**config.mk**
```make
export PLATFORM = sky130hd
export DESIGN_NAME = onchip_mem_arbiter
export DESIGN_NICKNAME = d
export VERILOG_FILES = /design/src/rtl/onchip_mem_pkg.sv /design/src/rtl/rr_arb2.sv /design/src/rtl/onchip_mem_arbiter.sv
export SDC_FILE = /design/constraint.sdc
export NUM_CORES = 1
export LEC_CHECK = 0
export ABC_CLOCK_PERIOD_IN_PS = 5900
export BUFFER_PORTS_ARGS = -buffer_cell sky130_fd_sc_hd__clkbuf_2
export CORE_AREA = 5 5 101 103
export DETAILED_ROUTE_END_ITERATION = 6
export DIE_AREA = 0 0 106 108
export PLACE_DENSITY_LB_ADDON = 0.3
export RECOVER_POWER = 50
export SLEW_MARGIN = 0
export SYNTH_ARGS = -nofsm -noshare
export SYNTH_HDL_FRONTEND = slang
export SYNTH_SLANG_ARGS = --single-unit
```
**constraint.sdc**
```tcl
create_clock -name clk -period 5.9 [get_ports clk]
set_clock_uncertainty 0.15 [all_clocks]
set_input_delay 1.475 -clock clk [delete_from_list [all_inputs] [get_ports clk]]
set_output_delay 1.475 -clock clk [all_outputs]
set_load 0.03 [all_outputs]
```
**src/rtl/onchip_mem_pkg.sv**
```systemverilog
// Shared defaults and FSM encoding for the on-chip memory arbiter.
// Imported by the arbiter top and its testbench.
package onchip_mem_pkg;

    localparam int ADDR_W_DEF    = 15;
    localparam int DATA_W_DEF    = 32;
    localparam int NUM_WORDS_DEF = 17740;

    typedef enum logic [1:0] {
        RUN    = 2'd0,
        DRAIN  = 2'd1,
        FROZEN = 2'd2
    } arb_state_e;

endpackage

```
**src/rtl/rr_arb2.sv**
```systemverilog
// Two-way round-robin grant with the last_grant history register.
// Ports: clk, reset_n, i_req[1:0] requests, o_gnt[1:0] one-hot grant.
module rr_arb2 (
    input  logic       clk,
    input  logic       reset_n,
    input  logic [1:0] i_req,
    output logic [1:0] o_gnt
);

    // Index of the requester granted most recently; 1 out of reset
    // so requester 0 wins the first contention.
    logic r_last;

    always_comb begin
        o_gnt = 2'b00;
        unique case (i_req)
            2'b01:   o_gnt = 2'b01;
            2'b10:   o_gnt = 2'b10;
            2'b11:   o_gnt = r_last ? 2'b01 : 2'b10;
            default: o_gnt = 2'b00;
        endcase
    end

    always_ff @(posedge clk or negedge reset_n) begin
        if (!reset_n) begin
            r_last <= 1'b1;
        end else if (|o_gnt) begin
            r_last <= o_gnt[1];
        end
    end

endmodule

```
**src/rtl/onchip_mem_arbiter.sv**
```systemverilog
// Two-requester arbiter in front of a single-port on-chip RAM with
// 1-clk read latency, out-of-range/read-write error flags and freeze.
// Ports: clk/reset_n; m0_*/m1_* requester buses (address, byteenable,
// read, write, writedata -> waitrequest, readdata, readdatavalid);
// mem_* RAM side; freeze -> frozen; err_oor/err_rw sticky, err_clr.
module onchip_mem_arbiter
    import onchip_mem_pkg::*;
#(
    parameter int ADDR_W    = ADDR_W_DEF,
    parameter int DATA_W    = DATA_W_DEF,
    parameter int NUM_WORDS = NUM_WORDS_DEF
) (
    input  logic                clk,
    input  logic                reset_n,

    input  logic [ADDR_W-1:0]   m0_address,
    input  logic [DATA_W/8-1:0] m0_byteenable,
    input  logic                m0_read,
    input  logic                m0_write,
    input  logic [DATA_W-1:0]   m0_writedata,
    output logic                m0_waitrequest,
    output logic [DATA_W-1:0]   m0_readdata,
    output logic                m0_readdatavalid,

    input  logic [ADDR_W-1:0]   m1_address,
    input  logic [DATA_W/8-1:0] m1_byteenable,
    input  logic                m1_read,
    input  logic                m1_write,
    input  logic [DATA_W-1:0]   m1_writedata,
    output logic                m1_waitrequest,
    output logic [DATA_W-1:0]   m1_readdata,
    output logic                m1_readdatavalid,

    output logic [ADDR_W-1:0]   mem_address,
    output logic [DATA_W/8-1:0] mem_byteenable,
    output logic                mem_chipselect,
    output logic                mem_write,
    output logic [DATA_W-1:0]   mem_writedata,
    output logic                mem_clken,
    input  logic [DATA_W-1:0]   mem_readdata,

    input  logic                freeze,
    output logic                frozen,
    output logic                err_oor,
    output logic                err_rw,
    input  logic                err_clr
);

    localparam int BE_W = DATA_W / 8;

    arb_state_e r_state;
    arb_state_e w_state_nxt;
    logic       w_run;

    logic [1:0] w_req;
    logic [1:0] w_gnt;
    logic       w_any;

    logic [ADDR_W-1:0] w_addr;
    logic [BE_W-1:0]   w_be;
    logic [DATA_W-1:0] w_wd;
    logic              w_rd;
    logic              w_wr;
    logic              w_rw_both;
    logic [31:0]       w_addr32;
    logic              w_oor;
    logic              w_access;

    logic [1:0]        r_pend;
    logic              r_pend_oor;
    logic [DATA_W-1:0] r_rdata0;
    logic [DATA_W-1:0] r_rdata1;
    logic [DATA_W-1:0] w_ret;

    logic r_err_oor;
    logic r_err_rw;
    logic r_frozen;
    logic r_clken;

    // FSM: state register
    always_ff @(posedge clk or negedge reset_n) begin
        if (!reset_n) begin
            r_state <= RUN;
        end else begin
            r_state <= w_state_nxt;
        end
    end

    // FSM: next state and grant enable
    always_comb begin
        w_state_nxt = r_state;
        w_run       = 1'b0;
        unique case (r_state)
            RUN: begin
                w_run = 1'b1;
                if (freeze) begin
                    w_state_nxt = DRAIN;
                end
            end
            // The only read that can be in flight on entry is the one
            // granted in the last RUN cycle; its data is returned in
            // this cycle, so the RAM clock may stop on the next edge.
            // A freeze drop here is deliberately not looked at.
            DRAIN: begin
                w_state_nxt = FROZEN;
            end
            FROZEN: begin
                if (!freeze) begin
                    w_state_nxt = RUN;
                end
            end
            default: begin
                w_state_nxt = RUN;
            end
        endcase
    end

    assign w_req = {m1_read | m1_write, m0_read | m0_write}
                 & {2{w_run}};

    rr_arb2 u_arb (
        .clk     (clk),
        .reset_n (reset_n),
        .i_req   (w_req),
        .o_gnt   (w_gnt)
    );

    assign w_any = |w_gnt;

    // Forward the granted command; read+write collapses to a write.
    always_comb begin
        w_addr    = '0;
        w_be      = '0;
        w_wd      = '0;
        w_rd      = 1'b0;
        w_wr      = 1'b0;
        w_rw_both = 1'b0;
        unique case (1'b1)
            w_gnt[0]: begin
                w_addr    = m0_address;
                w_be      = m0_byteenable;
                w_wd      = m0_writedata;
                w_wr      = m0_write;
                w_rd      = m0_read & ~m0_write;
                w_rw_both = m0_read & m0_write;
            end
            w_gnt[1]: begin
                w_addr    = m1_address;
                w_be      = m1_byteenable;
                w_wd      = m1_writedata;
                w_wr      = m1_write;
                w_rd      = m1_read & ~m1_write;
                w_rw_both = m1_read & m1_write;
            end
            default: begin
                w_addr = '0;
            end
        endcase
    end

    assign w_addr32 = 32'(w_addr);
    assign w_oor    = w_addr32 >= 32'(NUM_WORDS);
    assign w_access = w_any & ~w_oor;

    assign mem_address    = w_addr;
    assign mem_byteenable = w_be;
    assign mem_writedata  = w_wd;
    assign mem_chipselect = w_access;
    assign mem_write      = w_access & w_wr;
    assign mem_clken      = r_clken;
    assign frozen         = r_frozen;

    assign m0_waitrequest = w_run ? (w_req[0] & ~w_gnt[0]) : 1'b1;
    assign m1_waitrequest = w_run ? (w_req[1] & ~w_gnt[1]) : 1'b1;

    // Out-of-range reads never touch the RAM and return zero.
    assign w_ret = r_pend_oor ? '0 : mem_readdata;

    assign m0_readdatavalid = r_pend[0];
    assign m1_readdatavalid = r_pend[1];
    assign m0_readdata      = r_pend[0] ? w_ret : r_rdata0;
    assign m1_readdata      = r_pend[1] ? w_ret : r_rdata1;

    always_ff @(posedge clk or negedge reset_n) begin
        if (!reset_n) begin
            r_pend     <= 2'b00;
            r_pend_oor <= 1'b0;
            r_rdata0   <= '0;
            r_rdata1   <= '0;
        end else begin
            r_pend     <= w_gnt & {2{w_rd}};
            r_pend_oor <= w_oor;
            if (r_pend[0]) begin
                r_rdata0 <= w_ret;
            end
            if (r_pend[1]) begin
                r_rdata1 <= w_ret;
            end
        end
    end

    // Sticky errors: a new event outranks a same-cycle clear.
    always_ff @(posedge clk or negedge reset_n) begin
        if (!reset_n) begin
            r_err_oor <= 1'b0;
            r_err_rw  <= 1'b0;
        end else begin
            r_err_oor <= (w_any & w_oor) | (r_err_oor & ~err_clr);
            r_err_rw  <= (w_any & w_rw_both) | (r_err_rw & ~err_clr);
        end
    end

    assign err_oor = r_err_oor;
    assign err_rw  = r_err_rw;

    // frozen/mem_clken follow the state on the same edge.
    always_ff @(posedge clk or negedge reset_n) begin
        if (!reset_n) begin
            r_frozen <= 1'b0;
            r_clken  <= 1'b1;
        end else begin
            r_frozen <= (w_state_nxt == FROZEN);
            r_clken  <= (w_state_nxt != FROZEN);
        end
    end

endmodule

```
==> results.toml, run 1 <==
[status]
run_status = "finished, violations left"
violations = "max-capacitance violations, max-slew violations"

[synth]
synth_enable_flop_cells = 0
synth_cell_type_count = 40
seq_area_frac_synth_pct = 49.5
synth_area_um2 = 3750
ys.flop_type = "dfrtp_1"
ys_ff_latch = 74
postSynth.asyncResetShare_pct = 100
mean_area_per_synthesized_cell_um2 = 11.9
synth-warning-count = 0
synthesis.instances = 316
postSynthNetCount = 458

[setup_path]
cp.required_ns = 4.28
critical_path.endpoint_type = "output port"
register_to_register_setup_slack_ns = 3.70
crit-reg2reg-capture = "r_pend_oor"
cp.buffers_inverters = 3
cp_num_cells = 7
cp.arrival_ns = 3.17
timing.critical_path.cells = "clkbuf_1, or2_2, o21ai_4, nor2_4, buf_4, a22o_1, clkbuf_2"
critPathMaxFanout = 31
reg2regPathDepth = 5
critical_path.max_stage_delay_ns = 0.38
timing.critical_path.slowest_stage_cell = "buf_4"
critical_path_class = "input port to output port"
startpoint_class = "input port"
worst_r2r_startpoint = "r_state[1]"
critical_path.top_delay_family = "buffers and inverters"

[run]
timing.max_cap.violations = 2

[timing]
worst_pin_slew_ns = 2.12
report.final.hold_viol_count = 0
finalWorstPathRequiredPeriod_ns = 4.80
rsz_0062_raised_after_global_routing = "false"
min_period_over_period_pct = 81.3
final_max_slew_viol_count = 77
timing.max_slew.rel_slack_pct = -41.7
final.hold.worst_slack_ns = 0.338
setup_viol = 0
timing.setup.tns_ns = 0
fmax_mhz = 209

[routing]
detail_route.vias_per_cell = 5.23
first_pass_iters = 5
via_count = 3632
route.final.wire_length_mm = 12.7
detail-route-antenna-nets = 0
detailedRoute.firstIterationViolations = 169
drc = 0
detail_route.wl_per_cell_um = 18.3

[clocking]
maximum_root_to_sink_buffer_count = 2
root_buffer = "clkbuf_8"
clk_pin_slew_ns = 0.08
postCtsResizedCells = 0
cts_max_level = 3
clock_sink_count = 74
tritoncts = "done"
postCtsSetupBuffers = 0
post_cts_hold_buffer_count = 0
clock_latency_ns = 0.34
cts-buffers-inserted = 9

[global_route]
grt_first_pass_wirelength_mm = 20.1
grt.overflow.total = 0
grt_start_max_net_pins = 46
antenna_found_initial = 0
grt_pass1_vias = 3920
grt.total_usage_pct = 22.4

[placed_design]
numPortBuffers = 266
post-dp-hpwl_mm = 10.4
post_dp_cell_area_um2 = 5170
globalplace.congestion = 0.956

[power]
cell_internal_pwr_mw = 1.55
seq_power_share_pct = 25.7
p_leak_nw = 2.88
finalPower_mw = 3.30
comb_power_share_pct = 62.3
clockPowerShare_pct = 11.9
power.ir.vdd_worst_uv = 286
power_density_nw_per_um2 = 616
netSwitchingPower_mw = 1.75
p_sw_share_pct = 53.1

[final_layout]
post-route-cell-area_um2 = 5370
final_layout_size_suffix_gt1_share_pct = 51.3
fillerInstances = 837
area.sequential_um2 = 1850
final_nets = 720
layout-area-overhead-vs-synth_pct = 43.2
postLayoutCoreUtil_pct = 58.9
num_antenna_cells = 0
area_occupied_by_multi_input_gates_um2 = 1790

[die]
placeableCoreArea_um2 = 9110
die_x_um = 106
fp.dieH_um = 108
rows = 35
dieArea_um2 = 11400
io_pins = 267
start_util_pct = 41.2

[hold_path]
timing.hold.worst.class = "flip-flop to flip-flop"
hold_end = "r_rdata1[21]"
timing.hold.worst.start = "r_rdata1[21]"
holdPathStages = 1
## logic make-up (layout without fill, tap and decap cells)
| logic type | count (synthesis) | after routing | synth area share, % |
|---|---|---|---|
| compound gates | 74 | 74 | 16.5 |
| simple gates | 79 | 79 | 12.0 |
| buf+inv | 25 | 292 | 2.80 |
| flops | 74 | 74 | 49.5 |
| mux | 64 | 64 | 19.2 |
## registers in the layout, summed over array words and instances (netlist names)
name          flops
r_pend_oor        1
r_rdata0         32
r_state           2
r_pend            2
mem_clken         1
r_rdata1         32
err_oor           1
err_rw            1
u_arb.r_last      1
frozen            1
## how the worst max path moves through the flow
stage                         from                 to  slack, ns
global route               reset_n             err_rw       0.58
CTS                       m0_write  mem_writedata[15]       1.19
finish                    m1_write  mem_writedata[15]       1.10
detailed placement        m0_write  mem_writedata[15]       1.18
global placement    m0_address[11]     mem_chipselect       1.20
floorplan           m0_address[11]     mem_chipselect       0.79
## cells in the mapped netlist (2+ instances only)
| cell type | count | area share [%] |
|---|---|---|
| dfstp_2 | 2 | 1.4 |
| nor4_1 | 5 | 0.83 |
| or4_1 | 2 | 0.40 |
| buf_2 | 9 | 1.2 |
| o31ai_1 | 2 | 0.40 |
| clkbuf_1 | 5 | 0.50 |
| o21ai_0 | 2 | 0.27 |
| o22ai_1 | 2 | 0.33 |
| a22oi_1 | 8 | 1.6 |
| buf_1 | 6 | 0.60 |
| or2_1 | 3 | 0.50 |
| a21oi_1 | 4 | 0.53 |
| nor2_1 | 10 | 1.0 |
| a22o_1 | 42 | 9.8 |
| dfrtp_1 | 72 | 48 |
| nand2_1 | 10 | 1.0 |
| nor3_1 | 3 | 0.40 |
| nor2b_1 | 32 | 5.3 |
| nor2_2 | 5 | 0.83 |
| nand3_1 | 5 | 0.67 |
| inv_1 | 5 | 0.50 |
| mux2_2 | 64 | 19 |
## worst register-to-register path, delay by kind of cell, from the launching register on
kind               cells  cell delay (ns)
AOI/OAI and AO/OA      2             0.54
DFF                    1             0.43
and+or+nand+nor        3             1.02
## layer usage
layer	vias up	wire [µm]	share of wire, %	global-route usage (%)
met2	174	6550	51	40.3
met5	-	0	0	0
met3	27	1100	8.6	7.88
met4	0	426	3.3	9.44
met1	1729	4660	37	24.0
li1	1702	-	-	-
## stage by stage
stage | cells | worst slack, ns
3_5_place_dp | 678 | 1.18
5_1_grt | 694 | 0.576
3_3_place_gp | 678 | 1.20
4_1_cts | 694 | 1.19
2_1_floorplan | 316 | 0.793
6_report | 694 | 1.10
## layout by cell type, fill, tap and decap left out, types with 8 or more instances in the layout
cell / Yosys / routed
clkbuf_2: 0 / 262
dfrtp_1: 72 / 72
mux2_1: 0 / 61
a22o_1: 42 / 42
nor2b_1: 32 / 32
nor2_1: 10 / 10
nand2_1: 10 / 10
clkbuf_8: 0 / 9
a22oi_1: 8 / 8
## power by group through the flow
stage | Sequential, mW | Combinational, mW | Clock (mW)
2_1_floorplan | 0.833 | 1.53 | 0
3_3_place_gp | 0.849 | 2.10 | 0
3_5_place_dp | 0.868 | 2.13 | 0
4_1_cts | 0.857 | 2.13 | 0.408
5_1_grt | 0.882 | 2.18 | 0.431
6_report | 0.850 | 2.06 | 0.394
## final cells by class
class | instances | area share, %
well taps | 111 | 2.59
inverters | 5 | 0.350
clock inverters | 7 | 1.42
clock buffers | 9 | 2.31
flip-flops and latches | 74 | 34.6
repair buffers | 271 | 25.3
multi-input cells | 217 | 33.4
Note: power is estimated with default switching activity, not from simulation.
==> inputs of run 2 (changes only) <==
--- a/config.mk
+++ b/config.mk
@@ -5,11 +5,11 @@
 export SDC_FILE = /design/constraint.sdc
 export NUM_CORES = 1
 export LEC_CHECK = 0
-export ABC_CLOCK_PERIOD_IN_PS = 5900
+export ABC_CLOCK_PERIOD_IN_PS = 4400
 export BUFFER_PORTS_ARGS = -buffer_cell sky130_fd_sc_hd__clkbuf_2
-export CORE_AREA = 5 5 101 103
+export CORE_MARGIN = 5
+export CORE_UTILIZATION = 37
 export DETAILED_ROUTE_END_ITERATION = 6
-export DIE_AREA = 0 0 106 108
 export PLACE_DENSITY_LB_ADDON = 0.3
 export RECOVER_POWER = 50
 export SLEW_MARGIN = 0
==> constraint.sdc (replaced) <==
create_clock -name clk -period 4.4 [get_ports clk]
set_clock_uncertainty 0.15 [all_clocks]
set_input_delay 1.1 -clock clk [delete_from_list [all_inputs] [get_ports clk]]
set_output_delay 1.1 -clock clk [all_outputs]
set_load 0.03 [all_outputs]
==> run 2 against run 1 <==
Effect of this change:
- the flow still finishes with violations (max-capacitance violations, max-slew violations)
- global-route usage down 0.81 points
- flip-flop and latch count unchanged
- register-to-register slack worse by 1.5 ns
- cell count up 3.5%
- non-clock buffer count up 2
- critical path type unchanged
- critical endpoint is now mem_chipselect
==> results.toml, run 2 (synthesis gave the netlist of run 1 again) <==
[timing]
timing.setup.tns_ns = 0
fmax_mhz = 243
worst_pin_slew_ns = 1.80
rsz_0062_raised_after_global_routing = "false"
fin_ws_ns = 0.281
setup_viol = 0
report.final.hold_viol_count = 0
timing.max_slew.rel_slack_pct = -20.3
final_max_slew_viol_count = 75
min_period_over_period_pct = 93.6
finalWorstPathRequiredPeriod_ns = 4.12

[placed_design]
numPortBuffers = 266
globalplace.congestion = 0.947
pre_cts_ws_ns = 0.285
post-dp-hpwl_mm = 10.9

[routing]
drc = 0
detail-route-antenna-nets = 0
detail_route.wl_per_cell_um = 18.8
detail_route.vias_per_cell = 5.07
via_count = 3643
route.final.wire_length_mm = 13.5
first_pass_iters = 4
detailedRoute.firstIterationViolations = 169

[die]
io_pins = 267
dieArea_um2 = 12200
start_util_pct = 38.2
placeableCoreArea_um2 = 9820
fp.dieH_um = 111
rows = 36
die_x_um = 111

[clocking]
postCtsSetupBuffers = 0
cts_max_level = 3
tritoncts = "done"
root_buffer = "clkbuf_8"
postCtsResizedCells = 0
clk_pin_slew_ns = 0.08
post_cts_hold_buffer_count = 0
maximum_root_to_sink_buffer_count = 2
cts-buffers-inserted = 9
clock_sink_count = 74
clock_latency_ns = 0.33

[final_layout]
final_nets = 722
layout-area-overhead-vs-synth_pct = 45.4
biggestRegsByFlops = "r_rdata0 x32, r_rdata1 x32"
num_antenna_cells = 0
layout_commonest_cell = "clkbuf_2"
postLayoutCoreUtil_pct = 55.5
final_cell_mix = "clkbuf_2, dfrtp_1, mux2_1, a22o_1, nor2b_1"
final_layout_size_suffix_gt1_share_pct = 52.0
fillerInstances = 908

[status]
run_status = "finished, violations left"
violations = "max-capacitance violations, max-slew violations"

[setup_path]
critical_path_class = "input port to output port"
cp.required_ns = 3.15
critical_path.endpoint_type = "output port"
startpoint_class = "input port"
critPathMaxFanout = 4
cp.arrival_ns = 2.87

[power]
power_density_nw_per_um2 = 833
p_leak_nw = 2.93
power.ir.vdd_worst_uv = 414

[hold_path]
timing.hold.worst.class = "flip-flop to flip-flop"

[run]
timing.max_cap.violations = 1

[global_route]
grt_first_pass_wirelength_mm = 21.1
grt.overflow.total = 0
antenna_found_initial = 0
grt.total_usage_pct = 21.6
grt_start_max_net_pins = 75
grt_pass1_vias = 3857
[run 2: power by group]
| group | internal (mW) | switching (mW) | leakage (nW) |
|---|---|---|---|
| logic | 0.841 | 2.03 | 1.90 |
| clock network | 0.324 | 0.264 | 0.114 |
| registers | 0.996 | 0.0896 | 0.916 |
| total | 2.16 | 2.38 | 2.93 |
[run 2: critical path, stage by stage]
cell and delay [ns]:
clkbuf_2 0.10, or4_1 0.55, nand3_1 0.11, o32a_2 0.17, a311oi_2 0.07, a2111oi_1 0.46, clkbuf_2 0.30
[run 2: final cells by class]
type / instances / area (µm²) / area share (%)
tap: 133 / 166 / 3.05
timing repair buffer: 273 / 1390 / 25.6
inverter: 5 / 18.8 / 0.344
sequential: 74 / 1850 / 34.0
clock buffer: 9 / 124 / 2.27
multi-input combinational: 217 / 1790 / 32.9
clock inverter: 7 / 100 / 1.84
[run 2: path summary, 6_finish.rpt]
kind / cells after the start / end / slack (ns) / start
max: 7 / mem_chipselect / 0.28 / m0_address[11]
min: 1 / r_rdata0[7] / 0.34 / r_rdata0[7]
max reg2reg: 5 / r_pend_oor / 2.18 / r_state[1]
min reg2reg: 1 / r_rdata0[7] / 0.34 / r_rdata0[7]
max in group asynchronous: 1 / r_state[0] / 1.94 / reset_n
min in group asynchronous: 1 / r_rdata1[11] / 1.09 / reset_n
[run 2: metal layers]
metal / global-route usage [%] / share of wire, % / vias to the layer above
li1: - / - / 1694
met1: 25.2 / 40 / 1742
met2: 36.9 / 49 / 183
met3: 5.51 / 7.4 / 24
met4: 10.4 / 4.1 / 0
met5: 0 / 0 / -
[run 2: through the flow]
step | hold WS, ns | area, µm² | total power, mW | cells
detailed placement | 0.336 | 5230 | 4.07 | 702
global route | 0.355 | 5450 | 4.80 | 718
finish | 0.336 | 5450 | 4.54 | 718
floorplan | 0.314 | 3750 | 3.16 | 316
CTS | 0.353 | 5460 | 4.67 | 718
global placement | 0.326 | 5230 | 4.02 | 702
==> inputs of run 3 (changes only) <==
--- a/config.mk
+++ b/config.mk
@@ -15,4 +15,5 @@
 export SLEW_MARGIN = 0
 export SYNTH_ARGS = -nofsm -noshare
 export SYNTH_HDL_FRONTEND = slang
+export SYNTH_HIERARCHICAL = 1
 export SYNTH_SLANG_ARGS = --single-unit
==> run 3 against run 2 <==
Effect of this change:
- the run still ends with max-capacitance violations, max-slew violations left
- first-iteration DRC count shrank 25%
- critical path depth grew 4
- synthesized cell count shrank 1.9%
- global-route usage shrank 0.16 points
- largest power group unchanged
==> results.toml, run 3 <==
[die]
fp.dieH_um = 110
start_util_pct = 37.9
dieArea_um2 = 12100
die_x_um = 110
io_pins = 267
rows = 36
placeableCoreArea_um2 = 9770

[synth]
ys.flop_type = "dfrtp_1"
synth_cell_type_count = 33
seq_area_frac_synth_pct = 50.1
synth-warning-count = 6
postSynth.asyncResetShare_pct = 100
synth_area_leaders = "dfrtp_1, mux2_2, a22o_1"
postSynthNetCount = 452
synth_area_um2 = 3700
post-synth-top-count-cell = "dfrtp_1"
ys_ff_latch = 74
mean_area_per_synthesized_cell_um2 = 11.9
netlist_top_cells_count = "dfrtp_1, mux2_2, a22o_1"
yosys.area.top_type_share_pct = 48.7
synth_enable_flop_cells = 0
synthesis.instances = 310
largest_area_contributor_in_the_netlist = "dfrtp_1"

[setup_path]
startpoint_class = "input port"
critical_path_class = "input port to output port"
critPathMaxFanout = 6
critical_path.endpoint_type = "output port"
cp.arrival_ns = 2.97
cp.required_ns = 3.15

[global_route]
grt.total_usage_pct = 21.4
grt_start_max_net_pins = 75
grt_first_pass_wirelength_mm = 19.7
antenna_found_initial = 0
grt_pass1_vias = 3728
grt.overflow.total = 0

[routing]
detailedRoute.firstIterationViolations = 127
detail_route.vias_per_cell = 5.01
route.final.wire_length_mm = 13.3
detail-route-antenna-nets = 0
via_count = 3576
detail_route.wl_per_cell_um = 18.6
drc = 0
first_pass_iters = 4

[final_layout]
final_layout_size_suffix_gt1_share_pct = 53.7
biggestRegsByFlops = "r_rdata0 x32, r_rdata1 x32"
layout_commonest_cell = "clkbuf_2"
final-instance-count-excl-fill = 714
final_nets = 718
final_cell_mix = "clkbuf_2, dfrtp_1, mux2_1, a22o_1, nor2b_1"
layout-area-overhead-vs-synth_pct = 47.1
num_antenna_cells = 0

[placed_design]
globalplace.congestion = 0.940
post-dp-hpwl_mm = 10.9
pre_cts_ws_ns = 0.0954
place.detailed.instances = 697
numPortBuffers = 266

[power]
p_sw_share_pct = 53.2
power.ir.vdd_worst_uv = 571
p_leak_nw = 2.95
cell_internal_pwr_mw = 2.28
clockPowerShare_pct = 10.9
finalPower_mw = 4.86
seq_power_share_pct = 23.3
power_density_nw_per_um2 = 893
netSwitchingPower_mw = 2.59
comb_power_share_pct = 65.8

[clocking]
maximum_root_to_sink_buffer_count = 2
cts_max_level = 3
tritoncts = "done"
clock_latency_ns = 0.34
clock_sink_count = 74
cts-buffers-inserted = 9
root_buffer = "clkbuf_8"
clk_pin_slew_ns = 0.07

[timing]
fmax_mhz = 237
worst_pin_slew_ns = 1.78
timing.setup.tns_ns = 0
rsz_0062_raised_after_global_routing = "false"
report.final.hold_viol_count = 0
min_period_over_period_pct = 96.0
timing.max_slew.rel_slack_pct = -18.9
setup_viol = 0
final_max_slew_viol_count = 75
fin_ws_ns = 0.178
finalWorstPathRequiredPeriod_ns = 4.22

[hold_path]
timing.hold.worst.class = "flip-flop to flip-flop"

[status]
run_status = "finished, violations left"
violations = "max-capacitance violations, max-slew violations"

[run]
timing.max_cap.violations = 1
==> run 3: critical path, cell delays in order <==
cell and delay, ns:
clkbuf_2 0.11, nor2_1 0.14, nor3_1 0.06, buf_4 0.15, a21boi_4 0.14, buf_4 0.16, a22o_1 0.21, o21bai_1 0.17
o2111a_1 0.27, nor3_1 0.18, clkbuf_2 0.25
==> run 3: metrics by stage <==
stage	utilization [%]	hold WS, ns	instance area, µm²
2_1_floorplan	-	0.326	3700
3_3_place_gp	53.6	0.315	5240
3_5_place_dp	53.6	0.334	5240
4_1_cts	55.6	0.352	5440
5_1_grt	55.7	0.352	5440
6_report	55.7	0.338	5440
==> run 3: area by class of cell <==
cell class / count / area [µm²]
fillers: 897 / 4330
repair buffers: 278 / 1450
well taps: 133 / 166
inverters: 8 / 30.0
clock inverters: 6 / 65.1
multi-input cells: 205 / 1740
flip-flops and latches: 74 / 1850
clock buffers: 10 / 138
==> run 3: kinds of logic (layout without fill, tap and decap cells) <==
kind of cell / Yosys count / after routing / share of synthesized area, %
buffers and inverters: 31 / 302 / 3.69
flip-flops: 74 / 74 / 50.1
multiplexers: 64 / 64 / 19.5
AND/OR/NAND/NOR: 58 / 58 / 9.06
AO/OA/AOI/OAI: 83 / 83 / 17.7
==> run 3: final timing paths <==
path | from | endpoint | slack (ns) | cells after the start
worst max-delay path | m0_write | mem_chipselect | 0.18 | 11
worst min-delay path | r_rdata0[1] | r_rdata0[1] | 0.34 | 1
worst max register to register | r_pend_oor | r_rdata0[14] | 2.18 | 3
worst min register to register | r_rdata0[1] | r_rdata0[1] | 0.34 | 1
max in group asynchronous | reset_n | r_rdata1[12] | 1.97 | 1
min in group asynchronous | reset_n | r_rdata0[3] | 1.08 | 1
==> run 3: per-layer routing <==
metal / GRT usage (%) / share of wire (%)
met1: 25.9 / 38
met2: 35.2 / 50
met3: 6.52 / 9.4
met4: 9.44 / 2.9
met5: 0 / 0
==> run 3: power groups by stage <==
stage | logic (mW) | clock network, mW | registers [mW]
after floorplan | 2.29 | 0 | 1.12
after global placement | 3.24 | 0 | 1.13
after detailed placement | 3.28 | 0 | 1.15
after CTS | 3.29 | 0.549 | 1.14
after global routing | 3.40 | 0.582 | 1.16
final | 3.20 | 0.530 | 1.13
==> run 3: what timing repair did <==
action                                  4_1_cts  5_1_grt
hold buffers                                  0        0
hold endpoints to repair                      0        0
gates resized for setup                       0        1
buffers inserted                              0        1
endpoints found under the setup margin        0        2
